==> config.mk <==
export PLATFORM = sky130hd
export DESIGN_NAME = jellyvl_synctimer_time_receiver_flat
export DESIGN_NICKNAME = d
export VERILOG_FILES = /design/src/rtl/jellyvl_synctimer_pkg.sv /design/src/rtl/jellyvl_synctimer_time_receiver_if.sv /design/src/rtl/jellyvl_synctimer_time_receiver.sv /design/src/flat_wrapper.sv
export SDC_FILE = /design/constraint.sdc
export NUM_CORES = 1
export LEC_CHECK = 0
export CORE_UTILIZATION = 30
export CTS_CLUSTER_DIAMETER = 60
export CTS_CLUSTER_SIZE = 20
export DETAILED_ROUTE_END_ITERATION = 10
export GPL_ROUTABILITY_DRIVEN = 1
export GPL_TIMING_DRIVEN = 0
export REMOVE_ABC_BUFFERS = 1
export SETUP_SLACK_MARGIN = 0.1
export SLEW_MARGIN = 15
export SYNTH_ARGS = -nofsm -noshare
export SYNTH_HDL_FRONTEND = slang
export SYNTH_SLANG_ARGS = --single-unit
==> constraint.sdc <==
create_clock -name clk -period 3.8 [get_ports clk]
set_input_delay 0.57 -clock clk [delete_from_list [all_inputs] [get_ports clk]]
set_output_delay 0.57 -clock clk [all_outputs]
set_load 0.05 [all_outputs]
==> src/rtl/jellyvl_synctimer_pkg.sv <==
// rtl/jellyvl_synctimer_pkg.sv - command codes and frame FSM states shared by the synctimer link
//   CMD_CORRECT / CMD_RENEW : frame command bytes (soft correction / hard set)
//   state_t                 : frame assembler states (IDLE, TIME, SUM)
//   is_time_cmd()           : true for the two command bytes that open a time frame
package jellyvl_synctimer_pkg;

  localparam logic [7:0] CMD_CORRECT = 8'h00;
  localparam logic [7:0] CMD_RENEW   = 8'h01;

  typedef enum logic [1:0] {
    IDLE = 2'd0,
    TIME = 2'd1,
    SUM  = 2'd2
  } state_t;

  function automatic logic is_time_cmd(input logic [7:0] cmd);
    return (cmd == CMD_CORRECT) || (cmd == CMD_RENEW);
  endfunction

endpackage

==> src/rtl/jellyvl_synctimer_time_receiver_if.sv <==
// rtl/jellyvl_synctimer_time_receiver_if.sv - byte stream bundle feeding the time receiver
//   s_first : first byte (command) of a frame
//   s_data  : stream byte
//   s_valid : byte strobe, always accepted (no ready)
interface jellyvl_synctimer_time_receiver_if;

  logic       s_first;
  logic [7:0] s_data;
  logic       s_valid;

  modport master (output s_first, output s_data, output s_valid);
  modport slave  (input  s_first, input  s_data, input  s_valid);

endinterface

==> src/rtl/jellyvl_synctimer_time_receiver.sv <==
// rtl/jellyvl_synctimer_time_receiver.sv - assembles time-sync frames from a byte stream
//   reset          : async active-low reset
//   clk            : clock
//   param_delay    : link latency added to the received time (sampled on the checksum byte)
//   param_timeout  : max idle cycles between frame bytes, 0 disables
//   s              : byte stream (first/data/valid)
//   correct_time   : received time + param_delay, held between strobes
//   correct_renew  : 1 = hard set frame, 0 = soft correction frame
//   correct_valid  : one-cycle strobe per good frame
//   stat_ok        : good-frame count (wraps)
//   stat_err       : dropped-frame count (saturates)
module jellyvl_synctimer_time_receiver
  import jellyvl_synctimer_pkg::*;
#(
  parameter int TIMER_WIDTH   = 64,
  parameter int TIMEOUT_WIDTH = 16,
  parameter int STAT_WIDTH    = 16
) (
  input  logic                     reset,
  input  logic                     clk,
  input  logic [TIMER_WIDTH-1:0]   param_delay,
  input  logic [TIMEOUT_WIDTH-1:0] param_timeout,
  jellyvl_synctimer_time_receiver_if.slave s,
  output logic [TIMER_WIDTH-1:0]   correct_time,
  output logic                     correct_renew,
  output logic                     correct_valid,
  output logic [STAT_WIDTH-1:0]    stat_ok,
  output logic [STAT_WIDTH-1:0]    stat_err
);

  localparam int N     = TIMER_WIDTH / 8;
  localparam int IDX_W = (N > 1) ? $clog2(N) : 1;
  localparam logic [IDX_W-1:0] LAST_IDX = IDX_W'(N - 1);

  state_t                   r_state;
  state_t                   w_state_next;
  logic [IDX_W-1:0]         r_idx;
  logic [7:0]               r_sum;
  logic [TIMER_WIDTH-1:0]   r_time;
  logic                     r_renew;
  logic [TIMEOUT_WIDTH-1:0] r_gap;

  logic [TIMER_WIDTH-1:0]   r_correct_time;
  logic                     r_correct_renew;
  logic                     r_correct_valid;
  logic [STAT_WIDTH-1:0]    r_stat_ok;
  logic [STAT_WIDTH-1:0]    r_stat_err;

  logic                     w_start;
  logic                     w_timeout;
  logic                     w_load;
  logic                     w_shift;
  logic                     w_good;
  logic                     w_err;

  assign w_start = s.s_valid & s.s_first & is_time_cmd(s.s_data);

  // r_gap counts idle cycles already seen, so the current idle cycle is the
  // T-th one when r_gap == T-1. A byte in that cycle suppresses the abort.
  assign w_timeout = (param_timeout != '0) && !s.s_valid &&
                     (r_gap == param_timeout - TIMEOUT_WIDTH'(1));

  always_ff @(posedge clk or negedge reset) begin
    if (!reset) begin
      r_state <= IDLE;
    end else begin
      r_state <= w_state_next;
    end
  end

  always_comb begin
    w_state_next = r_state;
    w_load       = 1'b0;
    w_shift      = 1'b0;
    w_good       = 1'b0;
    w_err        = 1'b0;
    case (r_state)
      IDLE: begin
        if (w_start) begin
          w_load       = 1'b1;
          w_state_next = TIME;
        end
      end
      TIME, SUM: begin
        if (s.s_valid && s.s_first) begin
          // Abort the open frame and treat this byte as a fresh command.
          w_err        = 1'b1;
          w_load       = w_start;
          w_state_next = w_start ? TIME : IDLE;
        end else if (s.s_valid) begin
          if (r_state == TIME) begin
            w_shift = 1'b1;
            if (r_idx == LAST_IDX) begin
              w_state_next = SUM;
            end
          end else begin
            w_good       = (s.s_data == r_sum);
            w_err        = (s.s_data != r_sum);
            w_state_next = IDLE;
          end
        end else if (w_timeout) begin
          w_err        = 1'b1;
          w_state_next = IDLE;
        end
      end
      default: w_state_next = IDLE;
    endcase
  end

  always_ff @(posedge clk or negedge reset) begin
    if (!reset) begin
      r_idx           <= '0;
      r_sum           <= '0;
      r_time          <= '0;
      r_renew         <= 1'b0;
      r_gap           <= '0;
      r_correct_time  <= '0;
      r_correct_renew <= 1'b0;
      r_correct_valid <= 1'b0;
      r_stat_ok       <= '0;
      r_stat_err      <= '0;
    end else begin
      r_correct_valid <= w_good;

      if (w_load) begin
        r_idx   <= '0;
        r_sum   <= s.s_data;
        r_renew <= s.s_data[0];
      end

      if (w_shift) begin
        r_time[8*r_idx +: 8] <= s.s_data;
        r_sum                <= r_sum + s.s_data;
        r_idx                <= r_idx + 1'b1;
      end

      if (w_good) begin
        r_correct_time  <= r_time + param_delay;
        r_correct_renew <= r_renew;
        r_stat_ok       <= r_stat_ok + 1'b1;
      end

      if (w_err && !(&r_stat_err)) begin
        r_stat_err <= r_stat_err + 1'b1;
      end

      // Only advances while a frame is open and no byte arrives.
      if (s.s_valid || (w_state_next == IDLE)) begin
        r_gap <= '0;
      end else if (!(&r_gap)) begin
        r_gap <= r_gap + 1'b1;
      end
    end
  end

  assign correct_time  = r_correct_time;
  assign correct_renew = r_correct_renew;
  assign correct_valid = r_correct_valid;
  assign stat_ok       = r_stat_ok;
  assign stat_err      = r_stat_err;

endmodule

==> src/flat_wrapper.sv <==
// flat-port wrapper written by rule: the top's interface ports become plain ports
module jellyvl_synctimer_time_receiver_flat import jellyvl_synctimer_pkg::*;
#(
  parameter int TIMER_WIDTH   = 64,
  parameter int TIMEOUT_WIDTH = 16,
  parameter int STAT_WIDTH    = 16
)
  (reset, clk, param_delay, param_timeout, correct_time, correct_renew, correct_valid, stat_ok, stat_err, s_s_first, s_s_data, s_s_valid);
  jellyvl_synctimer_time_receiver_if s_i ();
  input  logic reset;
  input  logic clk;
  input  logic [TIMER_WIDTH-1:0] param_delay;
  input  logic [TIMEOUT_WIDTH-1:0] param_timeout;
  output logic [TIMER_WIDTH-1:0] correct_time;
  output logic correct_renew;
  output logic correct_valid;
  output logic [STAT_WIDTH-1:0] stat_ok;
  output logic [STAT_WIDTH-1:0] stat_err;
  input wire logic [$bits(s_i.s_first)-1:0] s_s_first;
  input wire logic [$bits(s_i.s_data)-1:0] s_s_data;
  input wire logic [$bits(s_i.s_valid)-1:0] s_s_valid;
  assign s_i.s_first = s_s_first;
  assign s_i.s_data = s_s_data;
  assign s_i.s_valid = s_s_valid;
  jellyvl_synctimer_time_receiver #(.TIMER_WIDTH(TIMER_WIDTH), .TIMEOUT_WIDTH(TIMEOUT_WIDTH), .STAT_WIDTH(STAT_WIDTH)) u_core (.reset(reset), .clk(clk), .param_delay(param_delay), .param_timeout(param_timeout), .s(s_i), .correct_time(correct_time), .correct_renew(correct_renew), .correct_valid(correct_valid), .stat_ok(stat_ok), .stat_err(stat_err));
endmodule
* Word-level counts from Yosys, hierarchy flattened
Index checks and enable logic that the tools add are counted.
** Storage, ports and cells
- Flip-flop bits (word level) :: 192
- Latch bits :: 0
- RAM bits :: 0
- Bits in read-only memories :: 0
- Input port bits :: 92
- Output and inout bits :: 98
- Logic and storage cells :: 78
- Memories :: 0
** Operators by class
- $add $sub $neg :: 8
- Multiply operators :: 0
- Divide/modulo/power cells :: 0
- $lt $le $gt $ge :: 0
- Equal/unequal tests :: 8
- Shift-type cells :: 2
- Mux-type cells :: 31
- Bitwise logic cells :: 2
- Reductions and logical operators :: 16
** Operators by type and width (number)
- adder 64 bit :: 1
- bitwise mux 64 bit :: 1
- variable shift 8 x 34 -> 64 bit (first input constant) :: 1
- indexed part select 8 x 34 -> 64 bit :: 1
- adder 16 x 1 -> 16 bit (second input constant) :: 3
- negation 6 -> 34 bit :: 1
- two-way mux 16 bit :: 2
- AND reduction 16 bit :: 2
- equality test 16 bit :: 1
- two-way mux 1 bit :: 16
- two-way mux 8 bit :: 2
- nonzero test 16 bit :: 1
- subtractor 16 x 1 -> 16 bit (second input constant) :: 1
- two-way mux 2 bit :: 6
- adder 8 bit :: 1
- equality test 8 x 1 -> 1 bit (second input constant) :: 1
- equality test 8 bit :: 1
- logical NOT 8 bit :: 1
- inequality test 8 bit :: 1
- two-way mux 3 bit :: 2
- logical AND 1 bit :: 4
- logical NOT 2 bit :: 2
- one-hot mux 2 bit (2 select lines) :: 1
- adder 3 x 1 -> 3 bit (second input constant) :: 1
- 10 further kinds :: 13

* Longest topological paths before layout
Gate-level depths: netlist of run 1.
- Depth after elaboration :: 10
- Gate-level depth with buffers :: 13

* Worst setup path after synthesis of run 1
No wires, ideal clock.
- Path type :: in2reg
- Start point :: in param_delay[4]
- End point :: reg u_core.r_correct_time[59] (netlist: u_core.correct_time[59])
- Setup time :: 137 ps
- Arrival :: 2984 ps
- Required time :: 3663 ps
- Setup slack :: 679 ps
- Stages :: 11
- Buffers on the path :: 0
- Cell sequence :: ha_1 > a21o_1 > a31o_2 > o2111ai_1 > nand3_1 > a31oi_1 > o21ai_0 > a211oi_1 > o21ai_0 > xnor2_1 > o21ai_0
** On the way
- Word-level cells in the longest chain between the ends :: 1
** RTL lines
- start, declared :: RTL line flat_wrapper.sv:12 : input logic [TIMER_WIDTH-1:0] param_delay;
- adder 64 bit :: RTL line jellyvl_synctimer_time_receiver.sv:138 : r_correct_time <= r_time + param_delay;
- end signal, assigned :: RTL line jellyvl_synctimer_time_receiver.sv:138
- end, declared :: RTL line jellyvl_synctimer_time_receiver.sv:43 : logic [TIMER_WIDTH-1:0] r_correct_time;
No other way between the ends.
A chain may end at the register's enable or synchronous reset.

* Worst setup path in the final report of run 1
- Start point :: in param_delay[4]
- End point :: reg u_core.r_correct_time[61] (netlist: u_core.correct_time[61])
Same word-level chain as after synthesis.

==> flow_summary.html, run 1 <==
<table>
<tr><th>Metric</th><th>Value</th></tr>
<tr><th colspan="2">Run status</th></tr>
<tr><td>Result of the run</td><td>finished, final reports clean</td></tr>
<tr><th colspan="2">Global routing</th></tr>
<tr><td>Overflow after GRT</td><td>0</td></tr>
<tr><td>Number of antenna violations at the first check in global routing</td><td>6</td></tr>
<tr><td>Most utilized layer in the global route result</td><td>met2</td></tr>
<tr><td>Vias in the first global route</td><td>10500</td></tr>
<tr><td>Met1 layer usage reported by global route</td><td>between 20 and 25%</td></tr>
<tr><td>First-pass GRT wire length</td><td>roughly 57000 um</td></tr>
<tr><td>GR Util met2</td><td>a little under 30%</td></tr>
<tr><td>Pin count of the biggest net entering global routing</td><td>79</td></tr>
<tr><td>Tot GR Track Use</td><td>17.5%</td></tr>
<tr><td>Met3 usage</td><td>3.58%</td></tr>
<tr><th colspan="2">STA</th></tr>
<tr><td>Max-slew violations</td><td>0</td></tr>
<tr><td>Unrepaired setup endpoints after global routing</td><td>no</td></tr>
<tr><td>Largest clock skew in the final design</td><td>around 0.015 ns</td></tr>
<tr><td>Setup Viol. Count Final</td><td>0</td></tr>
<tr><td>Post-route fraction of the period consumed by the critical path</td><td>93.9%</td></tr>
<tr><td>Fin Hold WS</td><td>0.108 ns</td></tr>
<tr><td>Aggregate negative setup slack</td><td>0 ns</td></tr>
<tr><td>Clock period minus final worst setup slack</td><td>about 3.6 ns</td></tr>
<tr><td>Fmax</td><td>280 MHz</td></tr>
<tr><td>Final-report hold violation count</td><td>0</td></tr>
<tr><td>Tightest Pin Transition</td><td>approximately 0.99 ns</td></tr>
<tr><td>Relative slew slack</td><td>33.7%</td></tr>
<tr><th colspan="2">Clock network</th></tr>
<tr><td>Root buffer cell</td><td>clkbuf_16</td></tr>
<tr><td>TritonCTS clock tree</td><td>built</td></tr>
<tr><td>Clock Sinks</td><td>192</td></tr>
<tr><td>Buffers from clock root to sink, at most</td><td>2</td></tr>
<tr><td>Clock slew at the register clock pins of the worst setup and hold paths</td><td>0.08 ns</td></tr>
<tr><td>Level count of the clock H-tree</td><td>4</td></tr>
<tr><td>Clock Latency Late Sink</td><td>between 0.4 and 0.5 ns</td></tr>
<tr><td>Hold-fix buffer count after cts</td><td>0</td></tr>
<tr><td>Num CTS Buffers</td><td>17</td></tr>
<tr><th colspan="2">Drt</th></tr>
<tr><td>Number of detailed-route iterations in the first pass</td><td>5</td></tr>
<tr><td>DR WL/cell</td><td>17.5 um</td></tr>
<tr><td>Routed Wire Length</td><td>36300 um</td></tr>
<tr><td>Vias per inst</td><td>5.09</td></tr>
<tr><td>DR vias</td><td>~11000</td></tr>
<tr><td>Detailed Route Iter0 Violations</td><td>552</td></tr>
<tr><td>Remaining antenna violation count</td><td>0</td></tr>
<tr><td>DRC violation count after routing</td><td>0</td></tr>
<tr><th colspan="2">Yosys</th></tr>
<tr><td>Cell count after synthesis</td><td>1361</td></tr>
<tr><td>Portion of the post-synthesis area used by sequential elements</td><td>39.0%</td></tr>
<tr><td>Post-synthesis async set-or-reset flop share</td><td>100%</td></tr>
<tr><td>Number of register bits inferred by synthesis</td><td>roughly 190</td></tr>
<tr><td>Average cell area after synthesis</td><td>between 9 and 10 um^2</td></tr>
<tr><td>Dominant synthesized flop cell</td><td>dfrtp_1</td></tr>
<tr><td>Summed instance area of the synthesized netlist</td><td>12300 um^2</td></tr>
<tr><td>EDFF count, synth</td><td>0</td></tr>
<tr><td>Number of library cell types mapped by synthesis</td><td>74</td></tr>
<tr><td>Synth warnings</td><td>0</td></tr>
<tr><th colspan="2">Place</th></tr>
<tr><td>Cell area after placement</td><td>14800 um^2</td></tr>
<tr><td># port buffers</td><td>189</td></tr>
<tr><td>GPL Wtd Cong</td><td>0.925</td></tr>
<tr><td>Total placed cells including tap cells</td><td>2032</td></tr>
<tr><td>Final HPWL from detailed placement</td><td>28400 um</td></tr>
<tr><th colspan="2">Pwr</th></tr>
<tr><td>Max IR drop VDD</td><td>0.316 mV</td></tr>
<tr><td>Cell leakage power</td><td>6.80 nW</td></tr>
<tr><td>Ratio of total power to cell area</td><td>331 nW/um^2</td></tr>
<tr><td>Total power draw</td><td>5.12 mW</td></tr>
<tr><th colspan="2">Critical path</th></tr>
<tr><td>Capturing element type of the critical path</td><td>flop</td></tr>
<tr><td>Crit path arrival time</td><td>around 4 ns</td></tr>
<tr><td>Largest fanout of any net on the critical path</td><td>5</td></tr>
<tr><td>Critical path type</td><td>input port to flop</td></tr>
<tr><td>Data required time of the critical path</td><td>4.12 ns</td></tr>
<tr><td>Crit start category</td><td>input port</td></tr>
<tr><th colspan="2">Die</th></tr>
<tr><td>Chip width</td><td>205 um</td></tr>
<tr><td>Full die area</td><td>41900 um^2</td></tr>
<tr><td>I/O pins</td><td>190</td></tr>
<tr><td>Height of the die</td><td>205 um</td></tr>
<tr><td>Total core area</td><td>40100 um^2</td></tr>
<tr><td>Starting utilization of the core area</td><td>30.7%</td></tr>
<tr><td>Core Rows</td><td>73</td></tr>
<tr><th colspan="2">Run</th></tr>
<tr><td>Maximum capacitance violations</td><td>0</td></tr>
<tr><th colspan="2">Final layout</th></tr>
<tr><td>Register area</td><td>4800 um^2</td></tr>
<tr><td>Non-filler cells, final</td><td>around 2100</td></tr>
<tr><td>Area Growth Syn to Fin</td><td>25.5%</td></tr>
<tr><td>Ratio of cells with drive above 1 in the final layout</td><td>under 10%</td></tr>
<tr><td>Area occupied by multi-input gates</td><td>7230 um^2</td></tr>
<tr><td>Fill cell total of the finished layout</td><td>4022</td></tr>
<tr><td>Number of nets in the layout</td><td>1705</td></tr>
<tr><td>Post-route cell area</td><td>15500 um^2</td></tr>
<tr><th colspan="2">Hold path</th></tr>
<tr><td>Hold Path Class</td><td>input port to async pin</td></tr>
</table>
kinds of logic (layout without fill, tap and decap cells):
kind of cell | after synthesis | count (layout) | share of synthesized area (%)
buffers and inverters | 92 | 273 | 2.92
AND/OR/NAND/NOR | 464 | 464 | 18.2
adder cells (fa/ha/maj) | 84 | 84 | 8.65
XOR/XNOR | 126 | 126 | 8.95
other | 0 | 3 | 0
multiplexers | 55 | 55 | 4.98
flip-flops | 192 | 192 | 39.0
AO/OA/AOI/OAI | 348 | 348 | 17.3
cells in the mapped netlist, drive strengths merged (3+ instances only):
cell     instances  area (um^2)
xor2            50          438
nor4             8         65.1
and4             5         43.8
a31oi           10         62.6
o2111ai          3         26.3
a221oi           4         35.0
nand4           29          188
inv             45          169
nor2b            8         50.1
ha              82         1030
xnor2           76          666
a21oi           96          484
nand2b           8         50.1
nand2          184          691
and3            16          100
and2            17          106
a211oi           8         72.6
o22ai            7         43.8
nand3b           3         22.5
or2              6         37.5
o21bai          18          135
o211a            3         30.0
or3              4         25.0
clkbuf          45          169
mux2i            4         40.0
nor3            32          170
o21a             7         52.6
o31ai            9         81.3
or4              3         26.3
o21ai          121          606
a21o            29          218
nor2            85          319
o211ai           5         37.5
mux2            51          574
dfrtp          192         4800
o221ai           3         26.3
nand3           48          253
a21boi           4         30.0
area by class of cell:
type | count | share of cell area (%)
Antenna cell | 3 | 0.0485
Inverter | 45 | 1.09
Sequential cell | 192 | 31.1
Multi-Input combinational cell | 1077 | 46.7
Tap cell | 525 | 4.25
Timing Repair Buffer | 196 | 13.1
Clock buffer | 17 | 2.75
Clock inverter | 15 | 0.987
final timing paths:
kind	end	cells past startpoint	from	slack (ns)
min in group clk	u_core.correct_time[51]$_DFFE_PN0P_	2	u_core.correct_time[51]$_DFFE_PN0P_	0.48
max in group asynchronous	u_core.stat_err[4]$_DFFE_PN0P_	3	reset	2.61
worst max-delay path	u_core.correct_time[61]$_DFFE_PN0P_	12	param_delay[4]	0.23
worst min-delay path	u_core.correct_time[20]$_DFFE_PN0P_	1	reset	0.11
worst max register to register	u_core.correct_time[61]$_DFFE_PN0P_	11	u_core.r_time[4]$_DFFE_PN0P_	0.39
worst min register to register	u_core.correct_time[51]$_DFFE_PN0P_	2	u_core.correct_time[51]$_DFFE_PN0P_	0.48
critical path, cell delays in order:
cell	delay, ns
clkdlybuf4s50_1	0.42
ha_1	0.37
a21o_1	0.22
a31o_2	0.25
o2111ai_1	0.23
nand3_1	0.23
a31oi_2	0.46
o21ai_0	0.33
a31oi_1	0.39
o21ai_0	0.17
xnor2_1	0.15
o21ai_0	0.09
repair_timing:
item                       4_1_cts  5_1_grt
gates resized for setup          7        4
pin swaps                        0        3
buffers inserted                 0        3
setup endpoints to repair       13       28
per-layer routing:
metal,up-vias,wire length (um)
met2,261,17400
met1,5028,16100
met3,44,1970
li1,5197,-
met4,6,723
met5,-,37
per-stage QoR:
| step | util (%) | setup WS, ns |
|---|---|---|
| detailed placement | 36.9 | -0.917 |
| CTS | 38.4 | 0.0828 |
| floorplan | - | -0.113 |
| global placement | 36.6 | -6.29 |
| global route | 38.6 | 0.0733 |
| finish | 38.6 | 0.230 |
report_power, final:
group          switching, mW  internal [mW]  total [mW]
Sequential            0.0757           2.12        2.19
Clock                  0.932          0.875        1.81
Combinational          0.677          0.444        1.12
Total                   1.68           3.44        5.12
sequential cells by signal, summed over array words and instances, names as in the netlist, 2 cells and up:
signal,count
u_core.correct_time,64
u_core.r_time,64
u_core.r_gap,16
u_core.stat_err,16
u_core.stat_ok,16
u_core.r_sum,8
u_core.r_idx,3
u_core.r_state,2
layout by cell type (no fill, tap or decap), types with 4 or more instances in the layout:
cell	instances
nand3_1	47
mux2i_1	4
or2_2	5
nor2_1	85
nor3_1	29
o211ai_1	5
a21o_1	29
xor2_1	50
and2_1	17
clkdlybuf4s50_1	188
nor2b_1	8
and4_1	5
a221oi_1	4
ha_1	82
and3_1	16
inv_1	45
nand2_1	184
o21ai_0	119
clkbuf_16	17
o22ai_1	7
a31oi_1	9
xnor2_1	76
nand2b_1	8
a21oi_1	95
o31ai_1	8
clkinv_4	4
a211oi_1	6
mux2_2	50
o21a_1	7
nor4_1	7
nand4_1	28
inv_8	4
dfrtp_1	192
o21bai_1	18
(Power assumes the default switching activity.)
==> run 2: changes to the inputs <==
--- a/config.mk
+++ b/config.mk
@@ -9,7 +9,8 @@
 export CTS_CLUSTER_DIAMETER = 60
 export CTS_CLUSTER_SIZE = 20
 export DETAILED_ROUTE_END_ITERATION = 10
-export GPL_ROUTABILITY_DRIVEN = 1
+export DONT_BUFFER_PORTS = 1
+export GPL_ROUTABILITY_DRIVEN = 0
 export GPL_TIMING_DRIVEN = 0
 export REMOVE_ABC_BUFFERS = 1
 export SETUP_SLACK_MARGIN = 0.1
==> run 2 against run 1 <==
Compared with the run above: largest power group unchanged; maximum frequency rose by 0.76%; clock skew rose by 0.0060 ns; utilization fell by 4.9 points; die area did not move; cell area fell by 13%; largest cell class unchanged; the run now ends with negative hold slack left; total power fell by 3.0%; flip-flop and latch count did not move; cell count fell by 9.4%; routed wire length fell by 3.0%; via count fell by 5.7%; combinational power fell by 31%.
==> flow_summary.html, run 2 (synthesized netlist as in run 1, its figures left out) <==
<table>
<tr><th>Metric</th><th>Value</th></tr>
<tr><th colspan="2">Die</th></tr>
<tr><td>Starting utilization of the core area</td><td>30.7% (unchanged)</td></tr>
<tr><td>Full die area</td><td>41900 um^2 (unchanged)</td></tr>
<tr><td>Chip width</td><td>205 um (unchanged)</td></tr>
<tr><td>Total core area</td><td>40100 um^2 (unchanged)</td></tr>
<tr><td>Core Rows</td><td>73 (unchanged)</td></tr>
<tr><td>I/O pins</td><td>190 (unchanged)</td></tr>
<tr><td>Height of the die</td><td>205 um (unchanged)</td></tr>
<tr><th colspan="2">Drt</th></tr>
<tr><td>Routed Wire Length</td><td>35200 um (-3.0%)</td></tr>
<tr><td>Remaining antenna violation count</td><td>0 (unchanged)</td></tr>
<tr><td>Vias per inst</td><td>5.30 (+4.1%)</td></tr>
<tr><td>Number of detailed-route iterations in the first pass</td><td>5 (unchanged)</td></tr>
<tr><td>DRC violation count after routing</td><td>0 (unchanged)</td></tr>
<tr><td>Detailed Route Iter0 Violations</td><td>600 (+8.7%)</td></tr>
<tr><td>DR WL/cell</td><td>18.7 um (+7.0%)</td></tr>
<tr><td>DR vias</td><td>9940 (-5.7%)</td></tr>
<tr><th colspan="2">Critical path</th></tr>
<tr><td>Largest fanout of any net on the critical path</td><td>3 (-2)</td></tr>
<tr><td>Instance count on the critical path</td><td>13 (+1)</td></tr>
<tr><td>Top delay family on crit path</td><td>compound AO/OA/AOI/OAI gates</td></tr>
<tr><td>Biggest cell delay along the critical path</td><td>0.40 ns (-0.06 ns)</td></tr>
<tr><td>Data required time of the critical path</td><td>4.17 ns (+0.05 ns)</td></tr>
<tr><td>Last element of the critical path</td><td>u_core.correct_time[60]$_DFFE_PN0P_</td></tr>
<tr><td>Critical path type</td><td>flop to flop</td></tr>
<tr><td>Register-to-register setup slack</td><td>0.26 ns (-0.13 ns)</td></tr>
<tr><td>Critical path launch point</td><td>u_core.r_time[0]$_DFFE_PN0P_</td></tr>
<tr><td>Worst reg-to-reg path cell count</td><td>13 (+2)</td></tr>
<tr><td>Crit path arrival time</td><td>3.91 ns (+0.02 ns)</td></tr>
<tr><td>Slowest stage cell, crit path</td><td>fa_1</td></tr>
<tr><td>Capturing element type of the critical path</td><td>flop</td></tr>
<tr><td>Combined buffer and inverter count along the critical path</td><td>1 (unchanged)</td></tr>
<tr><td>CP cell instances</td><td>ha_1 -&gt; inv_1 -&gt; fa_1 -&gt; nor2b_1 -&gt; o2111ai_1 -&gt; a21boi_2 -&gt; o21ai_0 -&gt; a31o_2 -&gt; a21bo_2 -&gt; a21boi_1 -&gt; a2bb2oi_1 -&gt; mux2i_1 -&gt; nand2_1</td></tr>
<tr><td>Crit start category</td><td>flop</td></tr>
<tr><td>Startpoint of the worst register-to-register path</td><td>u_core.r_time[0]$_DFFE_PN0P_</td></tr>
<tr><td>Capturing point of the worst reg2reg path</td><td>u_core.correct_time[60]$_DFFE_PN0P_</td></tr>
<tr><th colspan="2">Clock network</th></tr>
<tr><td>Clock Sinks</td><td>192 (unchanged)</td></tr>
<tr><td>Num CTS Buffers</td><td>17 (unchanged)</td></tr>
<tr><td>Clock slew at the register clock pins of the worst setup and hold paths</td><td>0.08 ns (about the same)</td></tr>
<tr><td>Root buffer cell</td><td>clkbuf_16</td></tr>
<tr><td>Clock Latency Late Sink</td><td>0.49 ns (+0.04 ns)</td></tr>
<tr><td>Buffers from clock root to sink, at most</td><td>2 (unchanged)</td></tr>
<tr><td>TritonCTS clock tree</td><td>built</td></tr>
<tr><td>Level count of the clock H-tree</td><td>4 (unchanged)</td></tr>
<tr><th colspan="2">Global routing</th></tr>
<tr><td>Met1 layer usage reported by global route</td><td>21.4% (-0.93 points)</td></tr>
<tr><td>Overflow after GRT</td><td>0 (unchanged)</td></tr>
<tr><td>GR Util met2</td><td>28.1% (-1.4 points)</td></tr>
<tr><td>Met3 usage</td><td>5.55% (+2.0 points)</td></tr>
<tr><td>Number of antenna violations at the first check in global routing</td><td>2 (-4)</td></tr>
<tr><td>First-pass GRT wire length</td><td>54900 um (-3.8%)</td></tr>
<tr><td>Pin count of the biggest net entering global routing</td><td>193 (+140%)</td></tr>
<tr><td>Most utilized layer in the global route result</td><td>met2</td></tr>
<tr><td>Vias in the first global route</td><td>9684 (-7.4%)</td></tr>
<tr><td>Tot GR Track Use</td><td>17.2% (-0.31 points)</td></tr>
<tr><th colspan="2">STA</th></tr>
<tr><td>Fin Hold WS</td><td>-0.232 ns (-0.341 ns)</td></tr>
<tr><td>Final-report hold violation count</td><td>192 (+192)</td></tr>
<tr><td>Fmax</td><td>282 MHz (+0.76%)</td></tr>
<tr><td>Max-slew violations</td><td>0 (unchanged)</td></tr>
<tr><td>Relative slew slack</td><td>31.5% (-2.2 points)</td></tr>
<tr><td>Clock period minus final worst setup slack</td><td>3.54 ns (-0.0268 ns)</td></tr>
<tr><td>Setup Viol. Count Final</td><td>0 (unchanged)</td></tr>
<tr><td>Tightest Pin Transition</td><td>1.02 ns (+0.0335 ns)</td></tr>
<tr><td>Largest clock skew in the final design</td><td>0.0206 ns (+0.00601 ns)</td></tr>
<tr><td>Post-route fraction of the period consumed by the critical path</td><td>93.2% (-0.71 points)</td></tr>
<tr><td>Unrepaired setup endpoints after global routing</td><td>yes</td></tr>
<tr><th colspan="2">Run status</th></tr>
<tr><td>Violations in the final reports</td><td>negative hold slack</td></tr>
<tr><td>Result of the run</td><td>complete, but fails checks</td></tr>
<tr><th colspan="2">Final layout</th></tr>
<tr><td>Ratio of cells with drive above 1 in the final layout</td><td>8.52% (+0.67 points)</td></tr>
<tr><td>Commonest cells after routing, fill and taps aside</td><td>192 x dfrtp_1, 184 x nand2_1, 119 x o21ai_0</td></tr>
<tr><td>Final core area utilization</td><td>33.7% (-4.9 points)</td></tr>
<tr><td>Area Growth Syn to Fin</td><td>9.46%</td></tr>
<tr><td>Non-filler cells, final</td><td>1876 (-9.4%)</td></tr>
<tr><td>Number of nets in the layout</td><td>1513 (-11%)</td></tr>
<tr><td>Most common cell after layout, fill and taps aside</td><td>dfrtp_1</td></tr>
<tr><td>Fill cell total of the finished layout</td><td>4084 (+1.5%)</td></tr>
<tr><th colspan="2">Hold path</th></tr>
<tr><td>Hold Path Class</td><td>input port to async pin</td></tr>
<tr><th colspan="2">Place</th></tr>
<tr><td>Final HPWL from detailed placement</td><td>27000 um (-5.0%)</td></tr>
<tr><td>Total placed cells including tap cells</td><td>1841 (-9.4%)</td></tr>
<tr><td># port buffers</td><td>0 (-100%)</td></tr>
<tr><th colspan="2">Pwr</th></tr>
<tr><td>Max IR drop VDD</td><td>0.360 mV (+14%)</td></tr>
<tr><td>Ratio of total power to cell area</td><td>368 nW/um^2 (+11%)</td></tr>
<tr><td>Total power draw</td><td>4.97 mW (-3.0%)</td></tr>
<tr><td>Cell leakage power</td><td>6.08 nW (-11%)</td></tr>
<tr><th colspan="2">Run</th></tr>
<tr><td>Maximum capacitance violations</td><td>0 (unchanged)</td></tr>
</table>
## run 2: power breakdown
part / total [mW] / internal (mW) / switching (mW)
Sequential: 2.30 / 2.12 / 0.188
Combinational: 0.768 / 0.302 / 0.466
Clock: 1.90 / 0.956 / 0.942
Total: 4.97 / 3.37 / 1.60
## run 2: area by class of cell
class / count / area, um^2 / share of cell area, %
Inverter: 45 / 169 / 1.25
Tap cell: 525 / 657 / 4.87
Clock inverter: 14 / 166 / 1.23
Timing Repair Buffer: 4 / 53.8 / 0.399
Antenna cell: 1 / 2.50 / 0.0185
Clock buffer: 18 / 439 / 3.25
Multi-Input combinational cell: 1077 / 7200 / 53.4
Sequential cell: 192 / 4800 / 35.6
## run 2: worst min-delay path by stage
stage	from	end	depth (start not counted)
finish	reset	u_core.correct_time[18]$_DFFE_PN0P_	0
global route	reset	u_core.correct_time[18]$_DFFE_PN0P_	0
CTS	reset	u_core.correct_time[18]$_DFFE_PN0P_	0
detailed placement	reset	u_core.correct_time[26]$_DFFE_PN0P_	0
global placement	reset	u_core.correct_time[19]$_DFFE_PN0P_	0
floorplan	reset	u_core.correct_renew$_DFFE_PN0P_	0
## run 2: per-stage QoR
step / instance area (um^2) / TNS (ns) / hold WS, ns / setup WS, ns
final: 13500 / 0 / -0.232 / 0.257
after global routing: 13500 / 0 / -0.267 / 0.0830
after CTS: 13500 / 0 / -0.265 / 0.173
after detailed placement: 12800 / -2.29 / 0.285 / -0.410
after global placement: 12800 / -99.24 / 0.283 / -2.58
after floorplan: 12100 / -0.468 / 0.274 / -0.113
## run 2: timing repair
action / in CTS / in global routing
pin swaps: 0 / 1
resized for setup: 5 / 2
endpoints found under the setup margin: 12 / 5
gates cloned: 0 / 0
setup buffers: 0 / 2
hold endpoints to repair: 192 / 192
## run 2: per-layer routing
metal	part of all wire, %	vias to the layer above
met2	47	308
li1	-	4809
met3	8.0	37
met1	43	4786
met4	1.9	0
met5	0	-
